## src/rtl/mem_port_arbiter.sv

```systemverilog
// Shared memory port arbiter for the MIPS fetch and MEM stages.
// Grants one access at a time (data first), holds the request stable until MemReady, and aborts hung accesses.
module mem_port_arbiter #(
    parameter int AW      = 32,
    parameter int DW      = 32,
    parameter int TIMEOUT = 255
) (
    input  logic          clk,
    input  logic          rst_n,
    input  logic          IReq,
    input  logic [AW-1:0] IAddr,
    output logic [DW-1:0] IRData,
    output logic          StallIF,
    input  logic          DReq,
    input  logic          DWe,
    input  logic [AW-1:0] DAddr,
    input  logic [DW-1:0] DWData,
    output logic [DW-1:0] DRData,
    output logic          StallMem,
    output logic          MemReq,
    output logic          MemWe,
    output logic [AW-1:0] MemAddr,
    output logic [DW-1:0] MemWData,
    input  logic [DW-1:0] MemRData,
    input  logic          MemReady,
    output logic          Timeout
);

    typedef enum logic [1:0] {
        IDLE   = 2'd0,
        I_WAIT = 2'd1,
        D_WAIT = 2'd2
    } state_e;

    localparam logic       WD_EN   = (TIMEOUT != 0);
    localparam logic [7:0] WD_LAST = (TIMEOUT == 0) ? 8'd0 : 8'(TIMEOUT - 1);

    state_e        state_q, state_d;
    logic          mem_req_q, mem_req_d;
    logic          mem_we_q, mem_we_d;
    logic [AW-1:0] mem_addr_q, mem_addr_d;
    logic [DW-1:0] mem_wdata_q, mem_wdata_d;
    logic [7:0]    wait_cnt_q, wait_cnt_d;
    logic          timeout_q, timeout_d;

    logic          busy_s;
    logic          wd_fire_s;
    logic          grant_d_s;
    logic          grant_i_s;
    logic          to_idle_s;

    assign busy_s = (state_q != IDLE);

    // MemReady wins the race against the watchdog compare in the same cycle.
    assign wd_fire_s = WD_EN & busy_s & ~MemReady & (wait_cnt_q == WD_LAST);

    // Arbitration decision: which requester is granted this edge, or whether the port goes idle.
    always_comb begin
        grant_d_s = 1'b0;
        grant_i_s = 1'b0;
        to_idle_s = 1'b0;
        case (state_q)
            IDLE: begin
                if (DReq) begin
                    grant_d_s = 1'b1;
                end else if (IReq) begin
                    grant_i_s = 1'b1;
                end else begin
                    to_idle_s = 1'b1;
                end
            end
            I_WAIT: begin
                // A fetch never chains into another fetch: the next PC only settles at this edge.
                if (MemReady) begin
                    grant_d_s = DReq;
                    to_idle_s = ~DReq;
                end else if (wd_fire_s) begin
                    to_idle_s = 1'b1;
                end else begin
                    to_idle_s = 1'b0;
                end
            end
            D_WAIT: begin
                if (MemReady) begin
                    grant_i_s = IReq;
                    to_idle_s = ~IReq;
                end else if (wd_fire_s) begin
                    to_idle_s = 1'b1;
                end else begin
                    to_idle_s = 1'b0;
                end
            end
            default: begin
                to_idle_s = 1'b1;
            end
        endcase
    end

    // Next-state and port-register update; address/data only move on a grant.
    always_comb begin
        state_d     = state_q;
        mem_req_d   = mem_req_q;
        mem_we_d    = mem_we_q;
        mem_addr_d  = mem_addr_q;
        mem_wdata_d = mem_wdata_q;
        wait_cnt_d  = wait_cnt_q;
        timeout_d   = timeout_q | wd_fire_s;
        if (grant_d_s) begin
            state_d     = D_WAIT;
            mem_req_d   = 1'b1;
            mem_we_d    = DWe;
            mem_addr_d  = DAddr;
            mem_wdata_d = DWData;
            wait_cnt_d  = 8'd0;
        end else if (grant_i_s) begin
            state_d     = I_WAIT;
            mem_req_d   = 1'b1;
            mem_we_d    = 1'b0;
            mem_addr_d  = IAddr;
            wait_cnt_d  = 8'd0;
        end else if (to_idle_s) begin
            state_d     = IDLE;
            mem_req_d   = 1'b0;
        end else if (wait_cnt_q != 8'hFF) begin
            wait_cnt_d  = wait_cnt_q + 8'd1;
        end else begin
            wait_cnt_d  = wait_cnt_q;
        end
    end

    // State and memory-port registers.
    always_ff @(posedge clk or negedge rst_n) begin
        if (!rst_n) begin
            state_q     <= IDLE;
            mem_req_q   <= 1'b0;
            mem_we_q    <= 1'b0;
            mem_addr_q  <= {AW{1'b0}};
            mem_wdata_q <= {DW{1'b0}};
            wait_cnt_q  <= 8'd0;
            timeout_q   <= 1'b0;
        end else begin
            state_q     <= state_d;
            mem_req_q   <= mem_req_d;
            mem_we_q    <= mem_we_d;
            mem_addr_q  <= mem_addr_d;
            mem_wdata_q <= mem_wdata_d;
            wait_cnt_q  <= wait_cnt_d;
            timeout_q   <= timeout_d;
        end
    end

    assign StallIF  = IReq & ~((state_q == I_WAIT) & MemReady);
    assign StallMem = DReq & ~((state_q == D_WAIT) & MemReady);
    assign IRData   = MemRData;
    assign DRData   = MemRData;
    assign MemReq   = mem_req_q;
    assign MemWe    = mem_we_q;
    assign MemAddr  = mem_addr_q;
    assign MemWData = mem_wdata_q;
    assign Timeout  = timeout_q;

    mem_port_arbiter_chk u_chk (
        .clk     (clk),
        .rst_n   (rst_n),
        .mem_req (mem_req_q),
        .busy    (busy_s),
        .timeout (timeout_q)
    );

endmodule

// Invariant checks on the arbiter state; carries no logic of its own.
module mem_port_arbiter_chk (
    input logic clk,
    input logic rst_n,
    input logic mem_req,
    input logic busy,
    input logic timeout
);

    // MemReq is asserted exactly while an access is outstanding.
    a_req_matches_busy: assert property (@(posedge clk) disable iff (!rst_n) mem_req == busy);

    // The watchdog flag never clears outside reset.
    a_timeout_sticky: assert property (@(posedge clk) disable iff (!rst_n) timeout |=> timeout);

endmodule

```

## config.mk

```make
export PLATFORM = sky130hd
export DESIGN_NAME = mem_port_arbiter
export DESIGN_NICKNAME = d
export VERILOG_FILES = /design/src/rtl/mem_port_arbiter.sv
export SDC_FILE = /design/constraint.sdc
export NUM_CORES = 1
export LEC_CHECK = 0
export BUFFER_PORTS_ARGS = -buffer_cell sky130_fd_sc_hd__clkbuf_2
export CORE_MARGIN = 4
export CORE_UTILIZATION = 42
export CTS_CLUSTER_SIZE = 40
export DETAILED_ROUTE_END_ITERATION = 10
export MAX_ROUTING_LAYER = met4
export PLACE_DENSITY_LB_ADDON = 0.12
export SLEW_MARGIN = 10
export SYNTH_ARGS = -nofsm -noshare
export SYNTH_HDL_FRONTEND = slang
export SYNTH_SLANG_ARGS = --single-unit
```

## constraint.sdc

```tcl
create_clock -name clk -period 2.1 [get_ports clk]
set_input_delay 0.42 -clock clk [delete_from_list [all_inputs] [get_ports clk]]
set_output_delay 0.42 -clock clk [all_outputs]
set_load 0.005 [all_outputs]
```

==> metrics <==
Mapped Area=0.00402 mm2; H-tree depth=3; root buffer cell=clkbuf_8; Switching Fraction=0.350; Worst path max stage delay=0.54 ns; largest family of logic cells by synthesized area=multiplexers; max-cap violations=0; M2 GR Usage=0.255; Overflow after GRT=0; drt total wl=roughly 9.6 mm; WP data required=between 2 and 2.5 ns; antenna cells=0; share of layout cells above drive strength 1=0.499; Post-synth EDFFs=0; Via Count=just under 3,000; Leakage=about 2.4 nW; worst vdd ir=about 610 uV; postcts setup bufs=0; total negative slack=0 ns; Max FO, Critical Path=13; slew of the pin with the lowest slew margin=~0.47 ns; Unique masters post-synth=35; Fin Clk Skew=a little under 0.009 ns; area grow syn2layout=17.6%; met1 usage=0.230; Crit Path Class=reg2reg; global route hottest layer=met2; post-synthesis async set-or-reset flop share=1.00; critical path's top delay family=simple AND/OR/NAND/NOR gates; Synth top area share=0.479; outcome=finished clean; Max Freq=~570 MHz; Post-Syn Instances=~360; max-slew violations=0; Seq/Total Area, Yosys=0.479; routability congestion estimate=0.764; #FFs+latches synth=77; slowest CP cell=or4_1; CTS Sinks=77; TritonRoute pass-1 iters=4; largest net degree at the start of global routing=45; most frequent cells in the layout=clkbuf_2, dfrtp_1, nand3_1; DP HPWL=a little over 7 mm; Mapped Avg Cell Area=between 10 and 15 um2; Starting Density=0.433; GRT Util Overall=0.172; Reg power frac=0.435; hold_buf cts=0; die span in y=around 110 um; number of global-route vias before repair=a little over 3,000; final hold vios=0; Vias/cell=between 4 and 5; drt initial violations=between 90 and 100; IO Pins=around 270; Buf/Inv on CP=0; slew margin rel.=0.684; Synth Area in Adders=0.00622; P_int=3.65 mW; Num CTS Buffers=9; NumNets Final=600; antenna violations before repair=0; Yosys warnings=0; power share of the clock group=0.177; register area=~0.0019 mm2; Critical Path AT=between 2 and 2.5 ns; # setup viols final=0; PortBufs=between 150 and 200; die extent in x=between 100 and 150 um; Post-CTS Resized=0; filler cell count in the final layout=929; average wire per standard cell=around 16 um; post-route ant nets=0; area leader, netlist=dfrtp_1; drt drc=0; Switching Power=1.97 mW; RSZ-0062 raised after global routing=no; Logic pwr share=0.388; CTS Buffer Depth=2; crit end category=flop; floorplan core area=0.00928 mm2; Power Density=between 1000 and 1500 mW/mm2; Tmin final=roughly 1.8 ns; worst path cell trace=and4_1 -> and3_1 -> or4_1 -> a21oi_1; min-delay worst type=in2async; period utilization=0.842; post-synthesis mux area share=0.177; clock transition at the registers of the reported paths=~0.08 ns; area of the multi-input gates=around 0.0015 mm2; CTS tree=yes; Area contributors post-synth=dfrtp_1, buf_4, mux2_2, mux2i_1, nand3_1; Synth Area in Simple Gates=0.0812; complex-gate fraction of the synthesized area=0.0936; met3 Use GR=0.0576; die area=approximately 0.011 mm2; Synth Area in XOR/XNOR=0.00404; Post-synth top flop=dfrtp_1; first-pass GRT wire length=between 15 and 20 mm; worst-skew pair later-pin latency=0.33 ns; most common cell after layout, fill and taps aside=clkbuf_2; Tot Pwr=between 5 and 6 mW; FP Rows=35; Syn Nets=between 400 and 500; Worst setup SP type=flop
## cell families (layout without fill, tap and decap cells)
family / Yosys count / after routing
adders and majority gates: 2 / 2
xor gates and xnor gates: 1 / 1
muxes: 67 / 67
AOI/OAI and AO/OA: 59 / 59
buffers and inverters: 92 / 203
DFF: 77 / 77
and+or+nand+nor: 60 / 60
## registers in the layout, indices dropped and copies added (netlist names)
| register | cells |
|---|---|
| wait_cnt_q | 8 |
| MemAddr | 32 |
| state_q | 2 |
| MemReq | 1 |
| MemWe | 1 |
| Timeout | 1 |
| MemWData | 32 |
## per-layer routing
metal	up-vias	routed length [um]	share of wire
li1	1406	-	-
met1	1430	4250	0.44
met2	115	4490	0.47
met3	14	727	0.076
met4	0	86	0.0090
met5	-	0	0
## Yosys cell counts, drive strengths merged, types with 3 or more instances
library cell / number
a211oi: 4
a21oi: 6
and2b: 3
buf: 77
clkbuf: 8
dfrtp: 77
inv: 7
mux2: 32
mux2i: 35
nand2: 4
nand3: 39
nor2: 3
o21ai: 36
o31ai: 3
or4: 4
## cell type report
class,count,area share
clock buffers,13,0.0315
clock inverters,3,0.00449
inverters,7,0.00555
multi-input cells,189,0.313
flip-flops and latches,77,0.407
well taps,129,0.0341
repair buffers,180,0.204
## worst paths after layout
kind                            endpoint     startpoint  slack [ns]  cells after the start
min in group clk            MemWData[20]     DWData[20]        0.31                      2
min reg2reg                  MemAddr[14]    MemAddr[14]        0.51                      2
max                        wait_cnt_q[6]  wait_cnt_q[2]        0.33                      4
max in group asynchronous   MemWData[30]          rst_n        1.45                      2
max reg2reg                wait_cnt_q[6]  wait_cnt_q[2]        0.33                      4
min                           MemAddr[0]          rst_n        0.04                      1
## through the flow
stage                     instances  utilization  hold slack, ns  instance area [um2]  setup slack (ns)
after global placement          582        0.491           0.405                 4560             0.341
final                           598        0.510          0.0379                 4730             0.332
after floorplan                 358            -           0.124                 4020             0.541
after global routing            598        0.510          0.0481                 4730             0.227
after CTS                       598        0.510          0.0320                 4730             0.329
after detailed placement        582        0.491           0.408                 4560             0.304
## power by group through the flow
stage	clock network [mW]	registers (mW)	logic, mW
CTS	1.04	2.45	2.24
detailed placement	0	2.48	2.23
global route	1.12	2.52	2.42
global placement	0	2.45	2.19
finish	0.998	2.44	2.18
floorplan	0	2.49	1.22
No activity file was read; power rests on OpenSTA's default activity.
